File: src/rtl/acia_rx.sv
// acia_rx -- receive half of a 6551-style ACIA.
//
// The RX line is oversampled at OVERSAMPLE x the baud rate. The receiver
// recovers 1 start bit, 8 data bits (LSB first), an optional parity bit and
// the first stop bit. The received byte and its status flags are held for
// the host until it acknowledges them with RXREAD.
//
// Parameters:
//   OVERSAMPLE   BCLK ticks per bit (power of 2, >= 8)
//   SYNC_STAGES  flip-flops in the RX input synchroniser (2 or 3)
//
// Ports:
//   BCLK     in   16x baud clock, the only clock
//   RESET    in   active-low reset, synchronous to BCLK
//   RX       in   serial input, asynchronous, idles high
//   R_PME    in   parity enable
//   R_PMC    in   parity mode: 00 odd, 01 even, 10 mark, 11 space
//   R_SBN    in   stop-bit count select (only the first stop bit is checked)
//   RXREAD   in   one-cycle pulse: host has read RXDATA and status
//   RXDATA   out  last received byte
//   RXFULL   out  byte available
//   PERR     out  parity error on the byte in RXDATA
//   FERR     out  framing error (stop bit sampled low)
//   OVRN     out  a frame completed while RXFULL was set
//
// Build option:
//   ACIA_RX_MAJORITY_EN  each bit is the 2-of-3 majority of three adjacent
//                        samples; completion occurs one BCLK later.

module acia_rx #(
   parameter int unsigned OVERSAMPLE  = 16,
   parameter int unsigned SYNC_STAGES = 2
) (
   input  logic       BCLK,
   input  logic       RESET,
   input  logic       RX,
   input  logic       R_PME,
   input  logic [1:0] R_PMC,
   input  logic       R_SBN,
   input  logic       RXREAD,
   output logic [7:0] RXDATA,
   output logic       RXFULL,
   output logic       PERR,
   output logic       FERR,
   output logic       OVRN
);

   localparam int unsigned CW = $clog2(OVERSAMPLE);

`ifdef ACIA_RX_MAJORITY_EN
   // Decisions are taken one tick after the centre sample. The start decision
   // reloads the counter with 1 so the bit grid stays where the single-sample
   // build places it; only the decision edge moves.
   localparam logic [CW-1:0] START_PT   = CW'(OVERSAMPLE / 2);
   localparam logic [CW-1:0] BIT_PT     = '0;
   localparam logic [CW-1:0] START_LOAD = CW'(1);
`else
   localparam logic [CW-1:0] START_PT   = CW'(OVERSAMPLE / 2 - 1);
   localparam logic [CW-1:0] BIT_PT     = CW'(OVERSAMPLE - 1);
   localparam logic [CW-1:0] START_LOAD = '0;
`endif

   typedef enum logic [2:0] {IDLE, START, DATA, PARITY, STOP, BREAK} state_t;

   state_t                 state;
   logic [SYNC_STAGES-1:0] sync;
   logic                   rxs;
   logic                   samp;
   logic [CW-1:0]          tick;
   logic [2:0]             bit_cnt;
   logic [7:0]             shreg;
   logic                   perr_p;
   logic                   par_exp;
   logic                   unused_sbn;

   // Second stop bit is never checked; the idle state absorbs it.
   assign unused_sbn = R_SBN;

   always_ff @(posedge BCLK) begin
      if (!RESET) sync <= '1;
      else        sync <= {sync[SYNC_STAGES-2:0], RX};
   end

   assign rxs = sync[SYNC_STAGES-1];

`ifdef ACIA_RX_MAJORITY_EN
   // hist holds rxs from the two previous ticks, so at a decision edge the
   // three votes are ticks N-2, N-1 and N.
   logic [1:0] hist;

   always_ff @(posedge BCLK) begin
      if (!RESET) hist <= '1;
      else        hist <= {hist[0], rxs};
   end

   assign samp = (hist[1] & hist[0]) | (hist[1] & rxs) | (hist[0] & rxs);
`else
   assign samp = rxs;
`endif

   always_comb begin
      par_exp = 1'b0;
      case (R_PMC)
         2'b00:   par_exp = ~^shreg;
         2'b01:   par_exp = ^shreg;
         2'b10:   par_exp = 1'b1;
         default: par_exp = 1'b0;
      endcase
   end

   always_ff @(posedge BCLK) begin
      if (!RESET) begin
         state   <= IDLE;
         tick    <= '0;
         bit_cnt <= '0;
         shreg   <= '0;
         perr_p  <= 1'b0;
         RXDATA  <= '0;
         RXFULL  <= 1'b0;
         PERR    <= 1'b0;
         FERR    <= 1'b0;
         OVRN    <= 1'b0;
      end else begin
         // Host acknowledge; a completion later in this block overrides it.
         if (RXREAD) begin
            RXFULL <= 1'b0;
            PERR   <= 1'b0;
            FERR   <= 1'b0;
            OVRN   <= 1'b0;
         end

         case (state)
            IDLE: begin
               tick    <= '0;
               bit_cnt <= '0;
               if (!rxs) state <= START;
            end

            START: begin
               tick <= tick + CW'(1);
               if (tick == START_PT) begin
                  if (samp) begin
                     state <= IDLE;
                  end else begin
                     tick   <= START_LOAD;
                     perr_p <= 1'b0;
                     state  <= DATA;
                  end
               end
            end

            // The tick counter wraps naturally, so each bit window is
            // exactly OVERSAMPLE ticks long.
            DATA: begin
               tick <= tick + CW'(1);
               if (tick == BIT_PT) begin
                  shreg   <= {samp, shreg[7:1]};
                  bit_cnt <= bit_cnt + 3'd1;
                  if (bit_cnt == 3'd7) state <= R_PME ? PARITY : STOP;
               end
            end

            PARITY: begin
               tick <= tick + CW'(1);
               if (tick == BIT_PT) begin
                  if (samp != par_exp) perr_p <= 1'b1;
                  state <= STOP;
               end
            end

            STOP: begin
               tick <= tick + CW'(1);
               if (tick == BIT_PT) begin
                  if (!RXFULL || RXREAD) begin
                     RXDATA <= shreg;
                     RXFULL <= 1'b1;
                     PERR   <= perr_p;
                     FERR   <= ~samp;
                     OVRN   <= 1'b0;
                  end else begin
                     OVRN   <= 1'b1;
                  end
                  state <= samp ? IDLE : BREAK;
               end
            end

            // A line held low must go high before another start is accepted.
            BREAK: begin
               tick <= '0;
               if (rxs) state <= IDLE;
            end

            default: state <= IDLE;
         endcase
      end
   end

endmodule
File: config.mk
export PLATFORM = sky130hd
export DESIGN_NAME = acia_rx
export DESIGN_NICKNAME = d
export VERILOG_FILES = /design/src/rtl/acia_rx.sv
export SDC_FILE = /design/constraint.sdc
export NUM_CORES = 1
export LEC_CHECK = 0
export ABC_AREA = 0
export BUFFER_PORTS_ARGS = -buffer_cell sky130_fd_sc_hd__buf_4
export CAP_MARGIN = 20
export CELL_PAD_IN_SITES_DETAIL_PLACEMENT = 1
export CELL_PAD_IN_SITES_GLOBAL_PLACEMENT = 1
export CORE_ASPECT_RATIO = 1.5
export CORE_UTILIZATION = 42
export DETAILED_ROUTE_END_ITERATION = 7
export GPL_ROUTABILITY_DRIVEN = 1
export PLACE_DENSITY = 0.73
export SETUP_SLACK_MARGIN = 0.5
export SLEW_MARGIN = 5
export SYNTH_ARGS = -nofsm -noshare
export SYNTH_HDL_FRONTEND = slang
export SYNTH_SLANG_ARGS = --single-unit
File: constraint.sdc
create_clock -name BCLK -period 1.92 [get_ports BCLK]
set_clock_uncertainty 0.15 [all_clocks]
set_input_delay 0.192 -clock BCLK [delete_from_list [all_inputs] [get_ports BCLK]]
set_output_delay 0.192 -clock BCLK [all_outputs]
set_load 0.005 [all_outputs]
After elaboration in Yosys (flattened, before gate mapping)
Index checks and enable logic that the tools add are counted.
- register bits: 33
- latch bits: 0
- memory bits (writable): 0
- bits in read-only memories: 0
- input port bits: 8
- output and inout port bits: 12
- word-level logic and storage cells: 88
- memories: 0
- add/sub/neg operators: 2
- multipliers: 0
- divide/modulo/power cells: 0
- $lt $le $gt $ge: 0
- equality and inequality tests: 20
- shift operators: 0
- multiplexer cells: 38
- bitwise logic cells: 1
- reductions and logical operators: 16
- operator list (operator ; number):
    2-to-1 mux 3 bit ; 10
    2-to-1 mux 1 bit ; 20
    inequality test 2 bit (second input constant) ; 9
    case mux 3 bit (6 select lines) ; 1
    case mux 4 bit (3 select lines) ; 1
    equality test 3 bit (second input constant) ; 3
    2-to-1 mux 4 bit ; 2
    XNOR reduction 8 bit ; 1
    XOR reduction 8 bit ; 1
    AND reduction 7 bit ; 1
    equality test 3 x 2 -> 1 bit (second input constant) ; 2
    case mux 3 bit (2 select lines) ; 1
    AND reduction 5 bit ; 1
    adder 4 x 1 -> 4 bit (second input constant) ; 1
    equality test 4 x 3 -> 1 bit (second input constant) ; 1
    equality test 4 bit (second input constant) ; 1
    AND reduction 2 bit ; 2
    nonzero test 2 bit ; 2
    adder 3 x 1 -> 3 bit (second input constant) ; 1
    equality test 3 x 1 -> 1 bit (second input constant) ; 1
    zero test 3 bit ; 1
    case mux 1 bit (3 select lines) ; 1
    AND reduction 3 bit ; 1
    nonzero test 3 bit ; 1
    11 further kinds ; 11

Longest topological paths before layout
Gate-level depths: netlist (run 1).
- depth after elaboration: 6
- gate-level depth with buffers: 7
- mapped depth without buffers: 6

Worst setup path after synthesis (run 1)
No wires, ideal clock.
- path kind: reg-to-reg
- from: reg bit_cnt[0]
- to: reg state[1]
- library setup time: 0.128 ns
- arrival: 1.483 ns
- required time: 1.642 ns
- setup slack: 0.159 ns
- stages on the path, launching flop included: 7
- buffers on the path: 0
- clock period less this slack: 1.761 ns
- cell sequence: dfxtp_1 ha_1 ha_1 o41a_2 o221ai_2 mux2i_1 nor2_1
- word-level cells in the longest chain between the ends: 3
- RTL lines (what ; RTL line ; RTL):
    start, declared ; 70 ; logic [2:0] bit_cnt;
    start signal, assigned ; 158 ; bit_cnt <= bit_cnt + 3'd1;
    equality test 3 bit ; 159 ; if (bit_cnt == 3'd7) state <= R_PME ? PARITY : STOP;
    inequality test 2 bit (no source line) ; n/a ;
    AND reduction 7 bit (no source line) ; n/a ;
    end signal, assigned ; 159 ;
    end signal, assigned ; 183 ; state <= samp ? IDLE : BREAK;
    end, declared ; 65 ; state_t state;
No other way between the ends.
A chain may end at the register's enable or synchronous reset.

Worst setup path after layout (run 1)
- from: reg tick[1]
- to: reg state[0]
- word-level cells in the longest chain between the ends: 3
- elaborated cells on any way between the ends: 7
- those cells by class: eq/ne (6); reduce/logical (1)
- RTL lines (what ; RTL line ; RTL):
    start, declared ; 69 ; logic [CW-1:0] tick;
    start signal, assigned ; 140 ; tick <= tick + CW'(1);
    start signal, assigned ; 155 ; tick <= tick + CW'(1);
    start signal, assigned ; 164 ; tick <= tick + CW'(1);
    equality test 4 bit / equality test 4 x 3 -> 1 bit (equally long branches) ; n/a ;
    inequality test 2 bit (no source line) ; n/a ;
    AND reduction 7 bit (no source line) * ; n/a ;
Every way passes the cells marked *; elsewhere a longest branch is shown, timed or not.

==> out/results.ini, run 1 <==
[yosys]
synth_cells=178
synth_ff_type=dfxtp_1
ys_ff_latch=33
synthArstFlopShare=0
synth.yosys.seq_area_share=0.4364
synth.cell_area_um2=1514
synth_edf_count=0
avgSynthCellArea_um2=8.505
synth_cell_types=36
syn_nets=189
yosysWarnings=0

[worst_hold_path]
whs_endpoint=sync[1]$_SDFF_PN1_
whs_path_depth=2
worstHoldStart=RESET
hold_class=input port to flop

[timing]
rsz0062_at_grt=yes
final-hold-violation-count=0
fmax_ghz=0.5549
finalSetupViolations=0
worstMarginPinSlew_ps=320.9
fin_crit_sh=0.9386
min_period_ps=1802
finalSetupTns_ps=0
drv_slew=0
max_slew_margin=0.7845
setup_slack_ps=118.0

[routing]
drt_iter0_markers=25
via_per_inst=5.480
drc_errors=0
dr.pass1.iters=4
routed_wl_mm=4.439
final_antenna_net_count=0
routed-via-count=1392
avgRoutedWirePerCell_um=17.48

[power]
p_per_area_nw_per_um2=650.3
p_leak_nw=0.8548
irDropWorstVdd_v=0.0005125
total_power_mw=1.338

[clocking]
clock-sinks=33
numCtsBuffers=5
htreeDepth=2
clk_pin_slew_worst_paths_ps=70
cts_tree=done
cts.path.max_buffers=2
root_buffer=clkbuf_8
clock_latency_ps=290

[critical_path]
r2r_cells=7
crit_fanout=3
crit_slowest_cell=dfxtp_2
endpoint_kind=flop
worst_setup_path_start_kind=flop
required_ps=1980
critPathBufInv=1
reg2reg_slack_ps=120
critical_path.max_stage_delay_ps=360
path_class=flop to flop
cp_top_family=simple AND/OR/NAND/NOR gates
worstPathCellList=ha_4, and3_4, o41a_4, o221ai_4, buf_6, or3_1, a21oi_1
reg2reg_from=tick[1]$_SDFFE_PN0P_
r2r_end=state[0]$_SDFFE_PN0P_
cp_data_arrival_time_ps=1860

[placement]
dpl.cell_count=236
hpwl_mm=2.786
gp_congestion=0.8916
numPortBuffers=18
pre_cts_ws_ps=132.6

[global_route]
overflow=0
antenna_found_initial=0
grt_start_max_net_pins=22
grt_pass1_wl_mm=6.644
grt_pass1_vias=1418
grt_usage=0.2382

[cells_and_area]
syn_to_final_growth_pct=35.95
layout.nets=223
drive_gt1_frac=0.3208
layoutNonFillerInstCount=254
antenna_cells=0

[die]
core_area_um2=3416
initial_core_util=0.4432
ioPinCount=20
dieHeight_um=75.53
die_w_um=51.02
die_area_um2=3854
rows=26

[run_status]
status=complete, no violations

[run]
maxCapViolations=0

repair_timing:
| action | in CTS | in global routing |
|---|---|---|
| gates cloned | 2 | 0 |
| setup buffers | 7 | 0 |
| gates resized for setup | 20 | 5 |
| hold buffers | 2 | 0 |
| hold endpoints to repair | 2 | 0 |
| endpoints found under the setup margin | 27 | 31 |
| pin swaps | 4 | 10 |
registers in the layout (all words and copies together) (netlist names), 2 cells and up:
name and flops:
RXDATA 8, shreg 8, tick 4, bit_cnt 3
state 3, sync 2
worst register-to-register path, stage by stage, from the launching register on:
cell and delay, ps:
dfxtp_2 360, ha_4 170, and3_4 200, o41a_4 160, o221ai_4 110, buf_6 140, or3_1 310, a21oi_1 130
synth_stat cells, types with 3 or more instances:
cell      instances  area share
dfxtp_1          33        0.44
nand2_1          25       0.062
nor2_1           21       0.052
a21oi_1          17       0.056
mux2i_1          11       0.073
xnor2_1           7       0.040
clkbuf_1          6       0.015
and3_1            5       0.021
inv_1             5       0.012
nand3_1           5       0.017
buf_2             4       0.013
nand2b_1          4       0.017
ha_1              3       0.025
xor2_1            3       0.017
report_power, final:
part	internal (mW)	switching (mW)
Sequential	0.690	0.00802
Combinational	0.0488	0.0537
Clock	0.283	0.255
Total	1.02	0.317
cells in the final DEF, fill, tap and decap left out, types with 3 or more instances in the layout:
| cell | synthesis | final |
|---|---|---|
| mux2i_1 | 11 | 10 |
| dfxtp_1 | 33 | 25 |
| dfxtp_2 | 0 | 7 |
| nand2_1 | 25 | 24 |
| clkbuf_8 | 0 | 6 |
| buf_4 | 1 | 31 |
| xor2_1 | 3 | 3 |
| nand2b_1 | 4 | 4 |
| a21oi_1 | 17 | 15 |
| nor2_1 | 21 | 20 |
| xnor2_1 | 7 | 7 |
| ha_4 | 0 | 3 |
| nand3_1 | 5 | 4 |
| and3_4 | 0 | 3 |
| and3_1 | 5 | 3 |
| inv_1 | 5 | 5 |
| buf_6 | 0 | 4 |
worst max-delay path by stage:
stage	endpoint	slack (ps)	startpoint	cells after the start
after floorplan	state[1]$_SDFFE_PN0P_	260	bit_cnt[0]$_SDFFE_PN0P_	6
after global placement	state[0]$_SDFFE_PN0P_	190	tick[1]$_SDFFE_PN0P_	6
after detailed placement	state[0]$_SDFFE_PN0P_	130	tick[0]$_SDFFE_PN0P_	6
after CTS	state[1]$_SDFFE_PN0P_	110	bit_cnt[0]$_SDFFE_PN0P_	6
after global routing	PERR$_SDFF_PN0_	40	tick[1]$_SDFFE_PN0P_	8
final	state[0]$_SDFFE_PN0P_	120	tick[1]$_SDFFE_PN0P_	7
cell type report:
cell class | count | area, um^2
clock buffer | 6 | 82.58
clock inverter | 1 | 7.507
fill | 407 | 1358
inverter | 5 | 18.77
multi-input combinational | 130 | 925.9
sequential | 33 | 673.1
tap | 42 | 52.55
timing repair buffer | 37 | 297.8
kinds of logic after synthesis:
| kind of cell | Yosys count | share of synthesized area |
|---|---|---|
| compound gates | 33 | 0.1421 |
| xor+xnor | 10 | 0.05786 |
| fa+ha+maj | 3 | 0.02480 |
| buf+inv | 16 | 0.04546 |
| flops | 33 | 0.4364 |
| mux | 11 | 0.07273 |
| simple gates | 72 | 0.2207 |
layer usage:
layer | vias to the layer above | routed length [um] | global-route usage
li1 | 677 | - | -
met1 | 688 | 1739 | 0.2365
met2 | 21 | 2561 | 0.4781
met3 | 6 | 90 | 0.04591
met4 | 0 | 46 | 0.08642
met5 | - | 0 | 0
through the flow:
stage	utilization	instance area, um^2	hold WS, ps
after CTS	0.5974	2041	9.188
after global placement	0.5242	1790	223.4
after detailed placement	0.5242	1790	231.2
after floorplan	-	1619	121.3
after global routing	0.6026	2058	14.82
final	0.6026	2058	16.85
Note: power is estimated with default switching activity, not from simulation.
==> run 2, diff against run 1 <==
--- a/config.mk
+++ b/config.mk
@@ -11,10 +11,11 @@
 export CELL_PAD_IN_SITES_DETAIL_PLACEMENT = 1
 export CELL_PAD_IN_SITES_GLOBAL_PLACEMENT = 1
 export CORE_ASPECT_RATIO = 1.5
-export CORE_UTILIZATION = 42
+export CORE_UTILIZATION = 40
 export DETAILED_ROUTE_END_ITERATION = 7
 export GPL_ROUTABILITY_DRIVEN = 1
-export PLACE_DENSITY = 0.73
+export HOLD_SLACK_MARGIN = 0.15
+export PLACE_DENSITY = 0.7
 export SETUP_SLACK_MARGIN = 0.5
 export SLEW_MARGIN = 5
 export SYNTH_ARGS = -nofsm -noshare
==> run 2 against run 1 <==
Compared with the run above:
- via count is 2.9% higher
- clock power is 9.5% lower
- sequential share of layout area is 1.3 points lower
- highest routed layer unchanged
- total power is 3.4% lower
- first-iteration DRC count is 60% lower
- utilization is 1.7 points lower
- sequential cell count stayed put
- fmax is 0.50% higher
- largest power group unchanged
==> out/results.ini, run 2 (synthesis gave the netlist of run 1 again) <==
[timing]
finalSetupTns_ps=0  ; unchanged
min_period_ps=1793  ; -8.945 ps
rsz0062_at_grt=yes
worstMarginPinSlew_ps=302.2  ; -18.66 ps
finalSetupViolations=0  ; unchanged
max_slew_margin=0.7985  ; +0.01398
fmax_ghz=0.5577  ; +0.50%
drv_slew=0  ; unchanged
fin_crit_sh=0.9339  ; -0.004659
final-hold-violation-count=0  ; unchanged

[die]
die_w_um=52.23  ; +2.4%
initial_core_util=0.4150  ; -0.02827
ioPinCount=20  ; unchanged
core_area_um2=3649  ; +6.8%
rows=27  ; +3.8%
die_area_um2=4040  ; +4.8%
dieHeight_um=77.35  ; +2.4%

[clocking]
numCtsBuffers=5  ; unchanged
clock_latency_ps=290  ; about the same
cts_tree=done
cts.path.max_buffers=2  ; unchanged
root_buffer=clkbuf_8
clock-sinks=33  ; unchanged
clk_pin_slew_worst_paths_ps=70  ; about the same
htreeDepth=2  ; unchanged

[worst_hold_path]
hold_class=input port to flop

[critical_path]
worst_setup_path_start_kind=flop
crit_fanout=5  ; +2
required_ps=1950  ; -30 ps
endpoint_kind=flop
path_class=flop to flop
reg2reg_slack_ps=130  ; about the same
cp_data_arrival_time_ps=1820  ; -40 ps

[cells_and_area]
layoutNonFillerInstCount=258  ; +1.6%
drive_gt1_frac=0.3395  ; +0.01878
antenna_cells=0  ; unchanged
syn_to_final_growth_pct=41.16
final_cell_mix=27 x dfxtp_1, 27 x buf_4, 22 x nand2_1, 18 x nor2_1, 16 x a21oi_1
largest_registers=RXDATA x8, shreg x8, tick x4
layout.nets=227  ; +1.8%

[run]
maxCapViolations=0  ; unchanged

[power]
p_switching_mw=0.3153  ; -0.46%
p_sw_frac=0.2438  ; +0.007108
power_frac_comb=0.081  ; +0.004
total_power_mw=1.293  ; -3.4%
pwr-share-seq=0.542  ; +0.021
p_leak_nw=0.8763  ; +2.5%
clock_power_share=0.377  ; -0.025
irDropWorstVdd_v=0.0005766  ; +13%
internal-power_mw=0.9781  ; -4.3%
p_per_area_nw_per_um2=605.2  ; -6.9%

[placement]
gp_congestion=0.8329  ; -6.6%
dpl.cell_count=238  ; +0.85%
hpwl_mm=2.741  ; -1.6%
numPortBuffers=18  ; unchanged

[routing]
routed-via-count=1432  ; +2.9%
via_per_inst=5.550  ; +1.3%
drc_errors=0  ; unchanged
routed_wl_mm=4.598  ; +3.6%
drt_iter0_markers=10  ; -60%
final_antenna_net_count=0  ; unchanged
dr.pass1.iters=4  ; unchanged
avgRoutedWirePerCell_um=17.82  ; +2.0%

[global_route]
antenna_found_initial=0  ; unchanged
grt_start_max_net_pins=20  ; -9.1%
overflow=0  ; unchanged
grt_usage=0.2406  ; +0.002401
grt_pass1_vias=1449  ; +2.2%
grt_pass1_wl_mm=7.079  ; +6.5%

[run_status]
status=complete, no violations

## run 2: repair_timing
action,4_1_cts,5_1_grt
pin swaps,9,11
setup endpoints to repair,30,30
hold buffers,5,0
endpoints found under the hold margin,12,0
setup buffers,4,2
cloned,3,0
resized for setup,28,10
## run 2: layer usage
metal  part of all wire  up-vias  track usage
met3              0.021       14      0.04118
met4              0.028        0       0.1237
met5                  0        -            0
met2               0.57       24       0.4462
li1                   -      690            -
met1               0.38      704       0.2426
## run 2: cell type report
type                            count  area (um^2)
Clock buffer                        5        68.82
Clock inverter                      1        5.005
Fill cell                         427         1511
Inverter                            5        18.77
Multi-Input combinational cell    130        965.9
Sequential cell                    33        670.6
Tap cell                           43        53.80
Timing Repair Buffer               41        354.1
## run 2: stage by stage
stage               setup WS (ps)  hold WS [ps]  utilization  area (um^2)
finish                      126.9         161.4       0.5857         2137
global route                76.95         193.8       0.5857         2137
CTS                         161.3         158.9       0.5710         2083
detailed placement          74.70         231.6       0.4931         1799
global placement            184.2         223.3       0.4931         1799
floorplan                   256.3         121.3            -         1619
## run 2: final timing paths
path,to,depth (start not counted),start
setup / recovery,state[1]$_SDFFE_PN0P_,6,bit_cnt[0]$_SDFFE_PN0P_
hold / removal,perr_p$_SDFFE_PN0P_,4,RESET
setup reg to reg,state[1]$_SDFFE_PN0P_,6,bit_cnt[0]$_SDFFE_PN0P_
hold reg to reg,sync[1]$_SDFF_PN1_,1,sync[0]$_SDFF_PN1_
## run 2: power groups by stage
| stage | Sequential, mW | Clock, mW | Combinational [mW] |
|---|---|---|---|
| 2_1_floorplan | 0.710 | 0 | 0.0521 |
| 3_3_place_gp | 0.714 | 0 | 0.0743 |
| 3_5_place_dp | 0.714 | 0 | 0.0782 |
| 4_1_cts | 0.700 | 0.490 | 0.0962 |
| 5_1_grt | 0.701 | 0.512 | 0.114 |
| 6_report | 0.701 | 0.487 | 0.105 |
## run 2: critical path, cell delays in order, from the launching register on
cell      delay [ps]
dfxtp_2          340
ha_4             160
ha_4             150
o41a_4           370
o221ai_4         260
mux2i_1          220
nor2_1            50
==> run 3, diff against run 2 <==
--- a/config.mk
+++ b/config.mk
@@ -8,14 +8,12 @@
 export ABC_AREA = 0
 export BUFFER_PORTS_ARGS = -buffer_cell sky130_fd_sc_hd__buf_4
 export CAP_MARGIN = 20
-export CELL_PAD_IN_SITES_DETAIL_PLACEMENT = 1
-export CELL_PAD_IN_SITES_GLOBAL_PLACEMENT = 1
 export CORE_ASPECT_RATIO = 1.5
 export CORE_UTILIZATION = 40
 export DETAILED_ROUTE_END_ITERATION = 7
 export GPL_ROUTABILITY_DRIVEN = 1
 export HOLD_SLACK_MARGIN = 0.15
-export PLACE_DENSITY = 0.7
+export PLACE_DENSITY = 0.55
 export SETUP_SLACK_MARGIN = 0.5
 export SLEW_MARGIN = 5
 export SYNTH_ARGS = -nofsm -noshare
==> run 3 against run 2 <==
Compared with the run above:
- sequential cell count did not move
- count of clock-buffer cells in the layout rose by 1
- critical path depth did not move
- clock power rose by 2%
- via count fell by 2.0%
- final cell count rose by 1.2%
- die area did not move
- worst setup slack improved by 61 ps
- register-to-register slack improved by 60 ps
- utilization rose by 0.89 points
==> out/results.ini, run 3 (synthesis gave the netlist of run 1 again) <==
[run_status]
status=complete, no violations

[power]
p_switching_mw=0.3094  ; -1.9%
pwr-share-seq=0.537  ; -0.005
p_leak_nw=0.8839  ; +0.87%
p_per_area_nw_per_um2=599.0  ; -1.0%
irDropWorstVdd_v=0.0004437  ; -23%
internal-power_mw=0.9901  ; +1.2%
p_sw_frac=0.2381  ; -0.005679
clock_power_share=0.383  ; +0.006
power_frac_comb=0.080  ; about the same

[placement]
hpwl_mm=2.338  ; -15%
dpl.cell_count=238  ; unchanged
pre_cts_ws_ps=146.4  ; +71.65 ps
numPortBuffers=18  ; unchanged
placement.cell_area_um2=1799  ; unchanged
gp_congestion=0.8083  ; -3.0%

[critical_path]
worst_setup_path_start_kind=flop
worstPathCellList=ha_4, ha_4, o41a_4, o221ai_4, mux2i_1, nor2_1
endpoint_kind=flop
crit_fanout=5  ; unchanged
path_class=flop to flop
cp_top_family=compound AO/OA/AOI/OAI gates
critical_path.max_stage_delay_ps=360  ; about the same
crit_slowest_cell=o41a_4
required_ps=1940  ; about the same
worst_path_most_repeated_cell=ha_4
cp_data_arrival_time_ps=1750  ; -70 ps
critPathBufInv=0  ; unchanged

[clocking]
cts.path.max_buffers=2  ; unchanged
clock-sinks=33  ; unchanged
clock_latency_ps=280  ; about the same
root_buffer=clkbuf_8
numCtsBuffers=5  ; unchanged
clk_pin_slew_worst_paths_ps=70  ; about the same
cts_tree=done
htreeDepth=2  ; unchanged

[global_route]
grt_start_max_net_pins=26  ; +30%
grt_pass1_wl_mm=6.182  ; -13%
overflow=0  ; unchanged
grt_usage=0.2056  ; -0.03497
grt_pass1_vias=1349  ; -6.9%
antenna_found_initial=0  ; unchanged

[cells_and_area]
largest_registers=RXDATA x8, shreg x8, tick x4
antenna_cells=0  ; unchanged
final_common_cell=buf_4
final_cell_mix=32 x buf_4, 27 x dfxtp_1, 24 x nand2_1, 18 x nor2_1, 16 x a21oi_1
layout.nets=228  ; +0.44%
syn_to_final_growth_pct=43.31
layoutNonFillerInstCount=261  ; +1.2%
drive_gt1_frac=0.3532  ; +0.01368
final_area_um2=2170  ; +1.5%

[timing]
rsz0062_at_grt=yes
setup_slack_ps=187.5  ; +60.55 ps
hold_ws_ps=190.3  ; +28.93 ps
worstMarginPinSlew_ps=366.9  ; +64.68 ps
fmax_ghz=0.5772  ; +3.5%
final-hold-violation-count=0  ; unchanged
max_slew_margin=0.7536  ; -0.04488
min_period_ps=1733  ; -60.55 ps
finalSetupViolations=0  ; unchanged
finalSetupTns_ps=0  ; unchanged
drv_slew=0  ; unchanged
fin_crit_sh=0.9024  ; -0.03154

[die]
die_area_um2=4040  ; unchanged
ioPinCount=20  ; unchanged
rows=27  ; unchanged
core_area_um2=3649  ; unchanged
initial_core_util=0.4150  ; unchanged
dieHeight_um=77.35  ; unchanged
die_w_um=52.23  ; unchanged

[worst_hold_path]
hold_class=input port to flop

[routing]
dr.pass1.iters=4  ; unchanged
via_per_inst=5.375  ; -3.2%
avgRoutedWirePerCell_um=14.25  ; -20%
routed_wl_mm=3.718  ; -19%
routed-via-count=1403  ; -2.0%
drc_errors=0  ; unchanged
drt_iter0_markers=31  ; +21
final_antenna_net_count=0  ; unchanged

[run]
maxCapViolations=0  ; unchanged

run 3: cell count changes in the layout (fill, tap and decap cells not counted), moves of 2 or more:
cell,change
buf_4,+5
buf_6,-4
a31oi_1,-2
a31oi_4,+2
nand2_1,+2
nand2_2,-2
run 3: layout make-up:
type | instances | area, um^2
inverter | 5 | 18.77
tap | 43 | 53.80
multi-input combinational | 131 | 1005
timing repair buffer | 41 | 336.6
sequential | 33 | 673.1
fill | 321 | 1479
clock inverter | 2 | 10.01
clock buffer | 6 | 72.57
run 3: per-stage QoR:
stage,power [mW],utilization
floorplan,0.7621,-
global placement,0.7890,0.4931
detailed placement,0.7915,0.4931
CTS,1.305,0.5597
global route,1.358,0.5947
finish,1.300,0.5947
run 3: final timing paths:
check             slack, ps                    end  cells past startpoint                     from
setup / recovery        190  state[1]$_SDFFE_PN0P_                      6  bit_cnt[0]$_SDFFE_PN0P_
hold / removal          190  state[0]$_SDFFE_PN0P_                      4                    R_PME
setup reg to reg        190  state[1]$_SDFFE_PN0P_                      6  bit_cnt[0]$_SDFFE_PN0P_
hold reg to reg         270     sync[1]$_SDFF_PN1_                      1       sync[0]$_SDFF_PN1_
run 3: repair_timing:
action / 4_1_cts / 5_1_grt
gates resized for setup: 17 / 18
endpoints found under the setup margin: 30 / 29
pin swaps: 6 / 10
cloned: 3 / 0
setup buffers: 5 / 3
hold buffers: 4 / 1
endpoints found under the hold margin: 11 / 2
run 3: power groups by stage:
stage | clock network (mW) | logic (mW) | registers [mW]
final | 0.498 | 0.104 | 0.697
after global routing | 0.547 | 0.114 | 0.698
after CTS | 0.514 | 0.0933 | 0.698
after detailed placement | 0 | 0.0782 | 0.713
after global placement | 0 | 0.0756 | 0.713
after floorplan | 0 | 0.0521 | 0.710
run 3: layer usage:
| layer | GRT usage | vias up | routed length [um] |
|---|---|---|---|
| li1 | - | 692 | - |
| met1 | 0.2311 | 671 | 1498 |
| met2 | 0.3538 | 32 | 2000 |
| met3 | 0.05294 | 8 | 133 |
| met4 | 0.08684 | 0 | 87 |
| met5 | 0 | - | 0 |
run 3: worst min-delay path, delay by kind of cell:
| family | cells | cell delay (ps) |
|---|---|---|
| AO/OA/AOI/OAI | 2 | 160 |
| buffers and inverters | 1 | 110 |
| AND/OR/NAND/NOR | 1 | 110 |
